--- src/rtl/pipe_hazard_ctrl_if.sv ---
`default_nettype none
// ============================================================================
// Module   : pipe_hazard_ctrl_if
// Brief    : Hazard inputs and register enable/flush outputs of the stall scheduler
// Revision : 1.0
// ============================================================================
interface pipe_hazard_ctrl_if #(
    parameter int CNT_W = 16
);
    logic [2:0]       IFID_rs;
    logic [2:0]       IFID_rt;
    logic             IFID_rs_used;
    logic             IFID_rt_used;
    logic             IDEX_MemRead;
    logic             IDEX_RegWrite;
    logic [2:0]       IDEX_WriteRegSel;
    logic             branch_taken;
    logic             IMem_stall;
    logic             DMem_stall;
    logic             MemWB_DMemDump;
    logic             PC_en;
    logic             IFID_en;
    logic             IFID_flush;
    logic             IDEX_en;
    logic             IDEX_flush;
    logic             EXMem_en;
    logic             MemWB_en;
    logic             halted;
    logic [CNT_W-1:0] stall_cnt;
    logic [CNT_W-1:0] flush_cnt;

    // Pipeline side: reports hazards, consumes enables/flushes.
    modport master (
        output IFID_rs, IFID_rt, IFID_rs_used, IFID_rt_used,
        output IDEX_MemRead, IDEX_RegWrite, IDEX_WriteRegSel,
        output branch_taken, IMem_stall, DMem_stall, MemWB_DMemDump,
        input  PC_en, IFID_en, IFID_flush, IDEX_en, IDEX_flush, EXMem_en, MemWB_en,
        input  halted, stall_cnt, flush_cnt
    );

    modport slave (
        input  IFID_rs, IFID_rt, IFID_rs_used, IFID_rt_used,
        input  IDEX_MemRead, IDEX_RegWrite, IDEX_WriteRegSel,
        input  branch_taken, IMem_stall, DMem_stall, MemWB_DMemDump,
        output PC_en, IFID_en, IFID_flush, IDEX_en, IDEX_flush, EXMem_en, MemWB_en,
        output halted, stall_cnt, flush_cnt
    );
endinterface
`default_nettype wire

--- src/rtl/pipe_hazard_ctrl.sv ---
`default_nettype none
// ============================================================================
// Module   : pipe_hazard_ctrl
// Brief    : Stall/flush scheduler for the 5-stage pipeline registers
// Revision : 1.0
// ============================================================================
module pipe_hazard_ctrl #(
    parameter int LU_CYCLES = 1,
    parameter int CNT_W     = 16
) (
    input wire                clk,
    input wire                rst,
    pipe_hazard_ctrl_if.slave hz
);
    localparam logic [1:0]       S_RUN      = 2'd0;
    localparam logic [1:0]       S_LU_STALL = 2'd1;
    localparam logic [1:0]       S_HALTED   = 2'd2;
    localparam logic [2:0]       c_LU_INIT  = 3'(LU_CYCLES - 1);
    localparam logic [CNT_W-1:0] c_CNT_MAX  = '1;

    logic [1:0]       r_state;
    logic [1:0]       w_nextState;
    logic [2:0]       r_luCtr;
    logic [2:0]       w_nextLuCtr;
    logic             r_halted;
    logic [CNT_W-1:0] r_stallCnt;
    logic [CNT_W-1:0] r_flushCnt;
    logic             w_haz;
    logic             w_pcEn;
    logic             w_ifidEn;
    logic             w_ifidFlush;
    logic             w_idexEn;
    logic             w_idexFlush;
    logic             w_exMemEn;
    logic             w_memWbEn;
    logic             w_flushInc;
    logic             w_stallInc;

    assign w_haz = hz.IDEX_MemRead & hz.IDEX_RegWrite &
                   ((hz.IFID_rs_used & (hz.IFID_rs == hz.IDEX_WriteRegSel)) |
                    (hz.IFID_rt_used & (hz.IFID_rt == hz.IDEX_WriteRegSel)));

    always_comb begin
        w_pcEn      = 1'b1;
        w_ifidEn    = 1'b1;
        w_ifidFlush = 1'b0;
        w_idexEn    = 1'b1;
        w_idexFlush = 1'b0;
        w_exMemEn   = 1'b1;
        w_memWbEn   = 1'b1;
        w_flushInc  = 1'b0;
        w_nextLuCtr = r_luCtr;
        // An unused encoding falls back to RUN.
        w_nextState = (r_state == S_HALTED || r_state == S_LU_STALL) ? r_state : S_RUN;

        if (r_state == S_HALTED) begin
            w_pcEn    = 1'b0;
            w_ifidEn  = 1'b0;
            w_idexEn  = 1'b0;
            w_exMemEn = 1'b0;
            w_memWbEn = 1'b0;
        end else if (hz.DMem_stall) begin
            w_pcEn    = 1'b0;
            w_ifidEn  = 1'b0;
            w_idexEn  = 1'b0;
            w_exMemEn = 1'b0;
            w_memWbEn = 1'b0;
        end else if (hz.MemWB_DMemDump) begin
            // Only the halt instruction retires; everything upstream freezes.
            w_pcEn      = 1'b0;
            w_ifidEn    = 1'b0;
            w_idexEn    = 1'b0;
            w_exMemEn   = 1'b0;
            w_nextState = S_HALTED;
        end else if (hz.branch_taken) begin
            w_ifidFlush = 1'b1;
            w_idexFlush = 1'b1;
            w_flushInc  = 1'b1;
            w_nextState = S_RUN;
            w_nextLuCtr = 3'd0;
        end else if (r_state == S_LU_STALL) begin
            w_pcEn      = 1'b0;
            w_ifidEn    = 1'b0;
            w_idexFlush = 1'b1;
            w_nextLuCtr = r_luCtr - 3'd1;
            if (r_luCtr == 3'd1) begin
                w_nextState = S_RUN;
            end
        end else if (w_haz) begin
            w_pcEn      = 1'b0;
            w_ifidEn    = 1'b0;
            w_idexFlush = 1'b1;
            if (LU_CYCLES > 1) begin
                w_nextState = S_LU_STALL;
                w_nextLuCtr = c_LU_INIT;
            end
        end else if (hz.IMem_stall) begin
            w_pcEn      = 1'b0;
            w_ifidFlush = 1'b1;
        end
    end

    assign w_stallInc = ~w_pcEn & (r_state != S_HALTED);

    always_ff @(posedge clk or posedge rst) begin
        if (rst) begin
            r_state    <= S_RUN;
            r_luCtr    <= 3'd0;
            r_halted   <= 1'b0;
            r_stallCnt <= '0;
            r_flushCnt <= '0;
        end else begin
            r_state  <= w_nextState;
            r_luCtr  <= w_nextLuCtr;
            r_halted <= (w_nextState == S_HALTED);
            if (w_stallInc && (r_stallCnt != c_CNT_MAX)) begin
                r_stallCnt <= r_stallCnt + CNT_W'(1);
            end
            if (w_flushInc && (r_flushCnt != c_CNT_MAX)) begin
                r_flushCnt <= r_flushCnt + CNT_W'(1);
            end
        end
    end

    // Reset forces every register enable low without waiting for a clock.
    assign hz.PC_en      = w_pcEn      & ~rst;
    assign hz.IFID_en    = w_ifidEn    & ~rst;
    assign hz.IFID_flush = w_ifidFlush & ~rst;
    assign hz.IDEX_en    = w_idexEn    & ~rst;
    assign hz.IDEX_flush = w_idexFlush & ~rst;
    assign hz.EXMem_en   = w_exMemEn   & ~rst;
    assign hz.MemWB_en   = w_memWbEn   & ~rst;
    assign hz.halted     = r_halted;
    assign hz.stall_cnt  = r_stallCnt;
    assign hz.flush_cnt  = r_flushCnt;
endmodule
`default_nettype wire

--- src/flat_wrapper.sv ---
// flat-port wrapper written by rule: the top's interface ports become plain ports
module pipe_hazard_ctrl_flat 
#(
    parameter int LU_CYCLES = 1,
    parameter int CNT_W     = 16
)
  (clk, rst, hz_IFID_rs, hz_IFID_rt, hz_IFID_rs_used, hz_IFID_rt_used, hz_IDEX_MemRead, hz_IDEX_RegWrite, hz_IDEX_WriteRegSel, hz_branch_taken, hz_IMem_stall, hz_DMem_stall, hz_MemWB_DMemDump, hz_PC_en, hz_IFID_en, hz_IFID_flush, hz_IDEX_en, hz_IDEX_flush, hz_EXMem_en, hz_MemWB_en, hz_halted, hz_stall_cnt, hz_flush_cnt);
  pipe_hazard_ctrl_if #(.CNT_W(CNT_W)) hz_i ();
  input wire clk;
  input wire rst;
  input wire logic [$bits(hz_i.IFID_rs)-1:0] hz_IFID_rs;
  input wire logic [$bits(hz_i.IFID_rt)-1:0] hz_IFID_rt;
  input wire logic [$bits(hz_i.IFID_rs_used)-1:0] hz_IFID_rs_used;
  input wire logic [$bits(hz_i.IFID_rt_used)-1:0] hz_IFID_rt_used;
  input wire logic [$bits(hz_i.IDEX_MemRead)-1:0] hz_IDEX_MemRead;
  input wire logic [$bits(hz_i.IDEX_RegWrite)-1:0] hz_IDEX_RegWrite;
  input wire logic [$bits(hz_i.IDEX_WriteRegSel)-1:0] hz_IDEX_WriteRegSel;
  input wire logic [$bits(hz_i.branch_taken)-1:0] hz_branch_taken;
  input wire logic [$bits(hz_i.IMem_stall)-1:0] hz_IMem_stall;
  input wire logic [$bits(hz_i.DMem_stall)-1:0] hz_DMem_stall;
  input wire logic [$bits(hz_i.MemWB_DMemDump)-1:0] hz_MemWB_DMemDump;
  output wire logic [$bits(hz_i.PC_en)-1:0] hz_PC_en;
  output wire logic [$bits(hz_i.IFID_en)-1:0] hz_IFID_en;
  output wire logic [$bits(hz_i.IFID_flush)-1:0] hz_IFID_flush;
  output wire logic [$bits(hz_i.IDEX_en)-1:0] hz_IDEX_en;
  output wire logic [$bits(hz_i.IDEX_flush)-1:0] hz_IDEX_flush;
  output wire logic [$bits(hz_i.EXMem_en)-1:0] hz_EXMem_en;
  output wire logic [$bits(hz_i.MemWB_en)-1:0] hz_MemWB_en;
  output wire logic [$bits(hz_i.halted)-1:0] hz_halted;
  output wire logic [$bits(hz_i.stall_cnt)-1:0] hz_stall_cnt;
  output wire logic [$bits(hz_i.flush_cnt)-1:0] hz_flush_cnt;
  assign hz_i.IFID_rs = hz_IFID_rs;
  assign hz_i.IFID_rt = hz_IFID_rt;
  assign hz_i.IFID_rs_used = hz_IFID_rs_used;
  assign hz_i.IFID_rt_used = hz_IFID_rt_used;
  assign hz_i.IDEX_MemRead = hz_IDEX_MemRead;
  assign hz_i.IDEX_RegWrite = hz_IDEX_RegWrite;
  assign hz_i.IDEX_WriteRegSel = hz_IDEX_WriteRegSel;
  assign hz_i.branch_taken = hz_branch_taken;
  assign hz_i.IMem_stall = hz_IMem_stall;
  assign hz_i.DMem_stall = hz_DMem_stall;
  assign hz_i.MemWB_DMemDump = hz_MemWB_DMemDump;
  assign hz_PC_en = hz_i.PC_en;
  assign hz_IFID_en = hz_i.IFID_en;
  assign hz_IFID_flush = hz_i.IFID_flush;
  assign hz_IDEX_en = hz_i.IDEX_en;
  assign hz_IDEX_flush = hz_i.IDEX_flush;
  assign hz_EXMem_en = hz_i.EXMem_en;
  assign hz_MemWB_en = hz_i.MemWB_en;
  assign hz_halted = hz_i.halted;
  assign hz_stall_cnt = hz_i.stall_cnt;
  assign hz_flush_cnt = hz_i.flush_cnt;
  pipe_hazard_ctrl #(.LU_CYCLES(LU_CYCLES), .CNT_W(CNT_W)) u_core (.clk(clk), .rst(rst), .hz(hz_i));
endmodule
--- config.mk ---
export PLATFORM = sky130hd
export DESIGN_NAME = pipe_hazard_ctrl_flat
export DESIGN_NICKNAME = d
export VERILOG_FILES = /design/src/rtl/pipe_hazard_ctrl_if.sv /design/src/rtl/pipe_hazard_ctrl.sv /design/src/flat_wrapper.sv
export SDC_FILE = /design/constraint.sdc
export NUM_CORES = 1
export LEC_CHECK = 0
export CAP_MARGIN = 20
export CORE_MARGIN = 5
export CORE_UTILIZATION = 42
export CTS_BUF_LIST = sky130_fd_sc_hd__clkbuf_4 sky130_fd_sc_hd__clkbuf_8 sky130_fd_sc_hd__clkbuf_16
export DETAILED_ROUTE_END_ITERATION = 10
export GPL_TIMING_DRIVEN = 1
export HOLD_SLACK_MARGIN = 0.06
export PLACE_DENSITY = 0.87
export SLEW_MARGIN = 10
export SYNTH_ARGS = -nofsm -noshare
export SYNTH_HDL_FRONTEND = slang
export SYNTH_SLANG_ARGS = --single-unit
--- constraint.sdc ---
create_clock -name clk -period 2.3 [get_ports clk]
set_clock_uncertainty 0.05 [all_clocks]
set_input_delay 0.46 -clock clk [delete_from_list [all_inputs] [get_ports clk]]
set_output_delay 0.46 -clock clk [all_outputs]
set_load 0.005 [all_outputs]
After elaboration in Yosys (flattened, before gate mapping)
Cells that the tools add are included.
{ "word_totals": {"ff_bits": 38, "output_inout_bits": 40, "wordCells": 83} }
{ "classes": {"addsub": 3, "n_eq_ne": 9, "mux": 44, "bitwise": 17, "n_reduce_logical": 5} }
{ "op_table": {"columns": ["cell", "n"], "rows": [
  ["$mux W1", 35],
  ["$add A16 B1 Y16 const B", 2],
  ["$ne A16 B16 Y1 const B", 2],
  ["$mux W2", 7],
  ["$and A1 B1 Y1", 11],
  ["$eq A3 B3 Y1", 2],
  ["$mux W3", 2],
  ["$not A1 Y1", 5],
  ["$eq A2 B2 Y1 const B", 2],
  ["$reduce_and A4 Y1", 1],
  ["$eq A3 B1 Y1 const B", 1],
  ["$sub A3 B1 Y3 const B", 1],
  ["$eq A2 B1 Y1 const B", 1],
  ["$logic_and A1 B1 Y1", 2],
  ["$ne A2 B2 Y1 const B", 1],
  ["$reduce_bool A2 Y1", 1],
  ["$logic_or A1 B1 Y1", 1],
  ["$or A1 B1 Y1", 1]
]} }

Logic depth before layout (Yosys ltp)
Gate-level depths: netlist (run 1).
{ "logic_depth": {"depth_word": 13, "mapped_depth": 8} }

Worst setup path before layout (run 1)
OpenSTA, ideal clock, no wires.
{ "synth_path": {"kind": "input to output", "startpoint": "in rst", "endpoint": "out hz_IDEX_en", "arrival_time_ps": 1877, "t_required_ps": 1790, "setup_slack_ps": -87, "stages": 4, "n_path_buf": 1, "cell_sequence": "inv_1 nand3_1 inv_1 buf_4"} }
{ "synth_between": {"elab_chain_cells": 2} }
{ "synth_lines": {"columns": ["item", "line_no", "text"], "rows": [
  ["from (decl)", "flat_wrapper.sv:10", "input wire rst;"],
  ["$not A1 Y1", null, null],
  ["$and A1 B1 Y1", null, null],
  ["to (decl)", "flat_wrapper.sv:25", "output wire logic [$bits(hz_i.IDEX_en)-1:0] hz_IDEX_en;"]
]} }
Every way passes these cells.

Worst setup path after layout (run 1)
{ "layout_path": {"startpoint": "in rst", "endpoint": "out hz_IDEX_en"} }
{ "layout_between": {"elab_chain_cells": 2} }
{ "layout_lines": {"columns": ["item", "line_no", "text"], "rows": [
  ["$not A1 Y1", "pipe_hazard_ctrl.sv:129", "assign hz.IDEX_en = w_idexEn & ~rst;"],
  ["$and A1 B1 Y1", "pipe_hazard_ctrl.sv:129", null]
]} }
Every way passes these cells.

==> impl_results.md, run 1 <==
* Result of the run: complete, no violations
* Share of cell area taken by muxes after synthesis at 0.0172
* Endpoint of the worst hold path: u_core.hz.stall_cnt[15]
* Arithmetic-cell share of the synthesized area counting full adders, half adders and majority gates at 0.0255
* Cell type contributing the most total cell area after synthesis: sky130_fd_sc_hd__dfrtp_1
* Top library cells by usage in the layout, fill and taps aside: 41 x sky130_fd_sc_hd__clkdlybuf4s50_1, 38 x sky130_fd_sc_hd__dfrtp_1, 27 x sky130_fd_sc_hd__buf_4, 17 x sky130_fd_sc_hd__xnor2_1, 15 x sky130_fd_sc_hd__nand3_1
* Number of sinks handled by clock tree synthesis at 38
* Number of distinct standard cells referenced by the synthesized netlist at 31
* Maximum number of pins on one net before global-route repair at 39
* Clock slew at reported path FFs at 0.07 ns
* Portion of the post-synthesis area used by sequential elements at 0.485
* Path type of the worst min-delay path: flip-flop to flip-flop
* Die area at 0.00613 mm^2
* Count of buffers inserted at the top-level ports at 58
* Layout-stage area growth over the synthesis result at 59.2%
* Diode count at 0
* Number of vias after detailed routing at 1839
* Mean Syn Cell Area at 9.80 um^2
* Maximum clock path buffer count at 2
* Depth of the worst hold-timing path at 1
* Congestion Overflow GR at 0
* Vias in the first global route at 1963
* Worst path required time at 1.79 ns
* Maximum VDD drop at 0.440 mV
* Start-to-end type of the worst setup path: input port to output pin
* Vias per Instance at 5.32
* Worst setup EP type: output pin
* # nets final at 316
* Data arrival time at the worst-slack endpoint at 1.74 ns
* Highest attainable clock frequency at 0.444 GHz
* Top cell type's share of synthesized area at 0.485
* Drt total wl at 5.61 mm
* Worst hold path startpoint: u_core.hz.stall_cnt[15]
* CTS tree: done
* Worst R2R Start: u_core.hz.stall_cnt[7]
* Post-route core utilization at 0.702
* Number of max-cap violations at 0
* Clk Latency, worst-skew pair at 0.30 ns
* First-pass GRT wire length at 8.87 mm
* Hold Fails Final Rpt at 0
* Core region area at 0.00444 mm^2
* Horizontal die dimension at 78.3 um
* Yosys warns at 0
* Post-Synth XOR/XNOR Area at 0.147
* Initial DRC Count at 75
* Post-Synthesis Cell Area at 0.00196 mm^2
* First drt pass iteration count at 4
* Initial antenna violation count at 0
* Layout cell share with drive strength beyond 1 at 0.265
* Worst-case headroom to the max-slew limit at 0.615
* Count of antenna-violating nets left after detailed routing at 0
* Leakage power at 1.48 nW
* Number of register bits inferred by synthesis at 38
* Weighted congestion at the end of routability-driven global placement at 0.834
* Mean routed wirelength per cell at 16.2 um
* Startpoint type of the worst setup path: input port
* R2r worst-path depth at 7
* TritonCTS Buffers at 5
* Synth Area in Simple Gates at 0.227
* Total DRC errors in the routed layout at 0
* Clock Tree Root: sky130_fd_sc_hd__clkbuf_8
* Leading cell types by total area after synthesis: sky130_fd_sc_hd__dfrtp_1 49%, sky130_fd_sc_hd__xnor2_1 9.8%, sky130_fd_sc_hd__xor2_1 4.9%
* Instance count of the mapped netlist at 200
* Share of the clock period used by the worst path after layout at 0.980
* Max-slew violation count at 0
* Die Span Y at 78.3 um
* Maximum fanout count along the critical path at 5
* RSZ-0062 raised after global routing: true
* Total I/O pin count at 59
* Number of rows in the core area at 24
* Final-layout setup total negative slack at 0 ns
* Synthesized Nets at 223
* Half-perimeter wire length after detailed placement at 3.71 mm
* Dominant combinational cell family by area after synthesis: simple AND/OR/NAND/NOR gates
* Pin slew with the least headroom to its limit at 0.576 ns
* Most frequent standard cell in the layout excluding fill and tap cells: sky130_fd_sc_hd__clkdlybuf4s50_1
* Final setup viols at 0
* Starting density of the core at 0.441
* Post-layout min period at 2.25 ns
* Setup slack on the worst flop-to-flop path at 0.10 ns
* Overall routing resource usage at 0.184
* Worst reg2reg endpoint: u_core.hz.stall_cnt[4]
* Complex-gate fraction of the synthesized area at 0.0536
* H-tree Lvls at 2
* Pwr/cell area at 436 mW/mm^2
kinds of logic (layout without fill, tap and decap cells):
| group | count (synthesis) | after routing |
|---|---|---|
| AND/OR/NAND/NOR | 86 | 87 |
| flip-flops | 38 | 38 |
| adder cells (fa/ha/maj) | 4 | 4 |
| AO/OA/AOI/OAI | 17 | 17 |
| XOR/XNOR | 33 | 33 |
| buffers and inverters | 19 | 112 |
| multiplexers | 3 | 3 |
Yosys cell counts (all sizes together):
cell and count:
a21oi 6, dfrtp 38, inv 14, or3 2
mux2 3, a211oi 2, nand3 17, nand2 13
a31oi 2, nand2b 1, o21ai 3, nor4 3
and4 3, nand4b 1, a41oi 1, xnor2 22
nor2b 2, nor2 17, o21a 2, nor3 12
o32ai 1, nand4 10, ha 4, and3 5
buf 5, xor2 11
routing by layer:
layer  vias to the layer above  wire length [um]  global-route usage  part of all wire
met5                         -                 0                   0                 0
met4                         0               165               0.115             0.029
met3                        15               166              0.0332             0.030
met2                        46              3060               0.328              0.55
met1                       902              2220               0.201              0.40
li1                        876                 -                   -                 -
final cells by class:
type	instances	area (um^2)
sequential	38	951
fill	343	1320
tap	52	65.1
inverter	14	56.3
clock inverter	1	30.0
clock buffer	7	83.8
multi-input combinational	144	1110
timing repair buffer	90	823
state kept, by name, indices dropped and copies added, names as in the netlist:
signal	count
u_core.hz.stall_cnt	16
u_core.hz.halted	1
u_core.r_state	2
u_core.r_luCtr	3
u_core.hz.flush_cnt	16
metrics by stage:
stage                     power (mW)  setup slack [ns]  instance area [um^2]  hold WS [ns]  cells
after floorplan                0.712             0.216                  1960         0.384    200
after global placement         0.767            -0.416                  2740         0.433    327
after detailed placement       0.771            -0.538                  2740         0.439    327
after CTS                       1.36           0.00156                  3010         0.449    345
after global routing            1.40           -0.0424                  3120         0.484    346
final                           1.36            0.0465                  3120         0.452    346
power breakdown:
group	switching (mW)	total (mW)	internal (mW)
Clock	0.239	0.587	0.348
Sequential	0	0.668	0.668
Combinational	0.0495	0.107	0.0579
Total	0.288	1.36	1.07
how the worst max path moves through the flow:
stage	cells past startpoint	slack, ns	start	to
6_report	5	0.05	rst	hz_IDEX_en
2_1_floorplan	4	0.22	rst	hz_IDEX_en
4_1_cts	13	0.002	hz_IFID_rt[1]	u_core.hz.stall_cnt[7]
5_1_grt	12	-0.04	hz_IFID_rs[2]	u_core.hz.stall_cnt[6]
3_5_place_dp	7	-0.54	hz_IDEX_WriteRegSel[1]	hz_PC_en
3_3_place_gp	7	-0.42	hz_IDEX_WriteRegSel[0]	hz_PC_en
critical path, stage by stage:
cell                              delay (ns)
sky130_fd_sc_hd__clkdlybuf4s50_1        0.46
sky130_fd_sc_hd__clkinvlp_4             0.12
sky130_fd_sc_hd__nand3_2                0.11
sky130_fd_sc_hd__inv_1                  0.09
sky130_fd_sc_hd__clkdlybuf4s50_1        0.50
what timing repair did:
| item | CTS | global route |
|---|---|---|
| hold buffers | 0 | 0 |
| gates resized for setup | 35 | 51 |
| pin swaps | 15 | 25 |
| setup endpoints to repair | 6 | 21 |
| setup buffers | 10 | 2 |
| cloned | 1 | 0 |
(Power assumes the default switching activity.)
==> inputs of run 2 (changes only) <==
Settings changed: CORE_UTILIZATION 42 to 47, PLACE_DENSITY 0.87 to 0.91.
Clock period 2.3 ns to 2.1 ns, I/O delays scaled along.
==> impl_results.md, run 2 (synthesis gave the netlist of run 1 again) <==
* CTS tree: done
* Die area at 0.00556 mm^2 (-9.3%)
* H-tree Lvls at 2 (unchanged)
* Worst hold-check slack at 0.310 ns (-0.142 ns)
* Number of rows in the core area at 23 (-4.2%)
* Post-route core utilization at 0.778 (+0.0752)
* Number of vias after detailed routing at 1931 (+5.0%)
* Overall power at 1.63 mW (+20%)
* Highest attainable clock frequency at 0.476 GHz
* Starting density of the core at 0.487 (+0.0455)
* Worst setup EP type: output pin
* Vias in the first global route at 1972 (+0.46%)
* Core region area at 0.00403 mm^2 (-9.3%)
* Drt total wl at 6.12 mm (+9.1%)
* Total DRC errors in the routed layout at 0 (unchanged)
* Crit-path max cell delay at 0.45 ns (-0.05 ns)
* Layout cell share with drive strength beyond 1 at 0.291 (+0.0257)
* Max-slew violation count at 0 (unchanged)
* Number of sinks handled by clock tree synthesis at 38 (unchanged)
* Half-perimeter wire length after detailed placement at 3.83 mm (+3.2%)
* Post-layout min period at 2.10 ns
* Post-Layout Cell Count at 349 (+0.87%)
* Area after detailed placement at 0.00278 mm^2 (+1.3%)
* Start-to-end type of the worst setup path: input port to output pin
* Hold Fails Final Rpt at 0 (unchanged)
* Final-layout setup total negative slack at -0.000941 ns (-0.000941 ns)
* Horizontal die dimension at 74.6 um (-4.8%)
* Ordered list of cells on the worst path: clkdlybuf4s50_1, nand2_2, a21oi_4, or3_4, a21oi_2, buf_2
* Data arrival time at the worst-slack endpoint at 1.63 ns (-0.11 ns)
* Overall routing resource usage at 0.225 (+0.0417)
* Worst path required time at 1.63 ns (-0.16 ns)
* Cell area after layout at 0.00313 mm^2 (+0.36%)
* Setup slack on the worst flop-to-flop path at 0.06 ns (-0.04 ns)
* Final setup viols at 1 (+1)
* Worst-case headroom to the max-slew limit at 0.692 (+0.0773)
* Number of max-cap violations at 0 (unchanged)
* Leakage power at 1.49 nW (+0.98%)
* Crit-path slowest cell: sky130_fd_sc_hd__clkdlybuf4s50_1
* Initial antenna violation count at 0 (unchanged)
* Worst R2R Start: u_core.hz.stall_cnt[7]
* Maximum VDD drop at 0.374 mV (-15%)
* First-pass GRT wire length at 9.56 mm (+7.8%)
* Count of antenna-violating nets left after detailed routing at 0 (unchanged)
* Vias per Instance at 5.53 (+4.1%)
* Pwr/cell area at 520 mW/mm^2 (+19%)
* Top library cells by usage in the layout, fill and taps aside: 38 x sky130_fd_sc_hd__clkdlybuf4s50_1, 38 x sky130_fd_sc_hd__dfrtp_1, 33 x sky130_fd_sc_hd__buf_4, 19 x sky130_fd_sc_hd__xnor2_1, 15 x sky130_fd_sc_hd__nand3_1
* Maximum fanout count along the critical path at 2 (-3)
* Pre-CTS setup slack at -0.680 ns (-0.141 ns)
* Clock slew at reported path FFs at 0.08 ns (about the same)
* Path type of the worst min-delay path: input port to async pin
* Buffering stage count on the worst path with inverters included at 2 (-2)
* Post-route worst setup slack at -0.000941 ns (-0.0475 ns)
* Initial DRC Count at 131 (+75%)
* First drt pass iteration count at 4 (unchanged)
* Clock Tree Root: sky130_fd_sc_hd__clkbuf_8
* Worst setup path start: hz_IDEX_MemRead
* Maximum number of pins on one net before global-route repair at 37 (-5.1%)
* Failing checks: negative setup slack
* Mean routed wirelength per cell at 17.5 um (+8.2%)
* Total placed cells including tap cells at 330 (+0.92%)
* Count of buffers inserted at the top-level ports at 58 (unchanged)
* Diode count at 0 (unchanged)
* Maximum clock path buffer count at 2 (unchanged)
* Share of the clock period used by the worst path after layout at 1.00
* Weighted congestion at the end of routability-driven global placement at 0.794 (-4.8%)
* Die Span Y at 74.6 um (-4.8%)
* Congestion Overflow GR at 0 (unchanged)
* Clk Latency, worst-skew pair at 0.29 ns (about the same)
* Hold-fix buffer count after cts at 0 (unchanged)
* # nets final at 321 (+1.6%)
* Total I/O pin count at 59 (unchanged)
* Layout-stage area growth over the synthesis result at 59.8%
* Top Family by Delay on Critical Path: buffers and inverters
* Result of the run: complete, but fails checks
* RSZ-0062 raised after global routing: true
* TritonCTS Buffers at 5 (unchanged)
* Pin slew with the least headroom to its limit at 0.462 ns (-0.114 ns)
* Startpoint type of the worst setup path: input port
run 2: cell count changes in the layout (fill, tap and decap cells not counted), sizes merged:
cell,change
buf,+11
clkbuf,-3
clkdlybuf4s50,-3
bufinv,+1
dlygate4sd2,-1
run 2: repair_timing:
item	4_1_cts	5_1_grt
cloned	1	0
pin swaps	22	19
resized for setup	69	26
setup buffers	9	2
endpoints found under the setup margin	11	25
run 2: final cells by class:
class                           instances  area, um^2
Timing Repair Buffer                   95         830
Clock buffer                            6        82.6
Inverter                               14        56.3
Sequential cell                        38         951
Tap cell                               50        62.6
Clock inverter                          2        60.1
Fill cell                             253         896
Multi-Input combinational cell        144        1090
run 2: worst min-delay path: stages:
cell                             delay [ns]
sky130_fd_sc_hd__dlymetal6s2s_1        0.15
sky130_fd_sc_hd__clkinvlp_4            0.09
sky130_fd_sc_hd__buf_4                 0.11
sky130_fd_sc_hd__buf_4                 0.10
sky130_fd_sc_hd__buf_4                 0.10
run 2: metal layers:
| layer | up-vias | share of wire | wire length (um) | global-route usage |
|---|---|---|---|---|
| met3 | 20 | 0.048 | 295 | 0.0527 |
| met5 | - | 0 | 0 | 0 |
| met2 | 62 | 0.54 | 3280 | 0.399 |
| li1 | 893 | - | - | - |
| met1 | 956 | 0.39 | 2370 | 0.272 |
| met4 | 0 | 0.028 | 172 | 0.0672 |
run 2: path summary, 6_finish.rpt:
path | to | depth (start not counted)
worst max register to register | u_core.hz.stall_cnt[8] | 7
worst min-delay path | u_core.r_state[0] | 5
worst min register to register | u_core.hz.stall_cnt[4] | 1
min in group clk | u_core.hz.stall_cnt[4] | 1
max in group asynchronous | u_core.r_luCtr[1] | 5
worst max-delay path | hz_PC_en | 6
run 2: where the power goes:
part / total (mW) / internal, mW / switching, mW
combinational: 0.129 / 0.0685 / 0.0610
sequential: 0.731 / 0.731 / 0
clock: 0.767 / 0.507 / 0.260
total: 1.63 / 1.31 / 0.321
==> inputs of run 3 (changes only) <==
Settings changed: SLEW_MARGIN 10 to unset.
==> results of run 3 <==
Same layout as run 2: the final DEF is identical, and so are final timing and power.
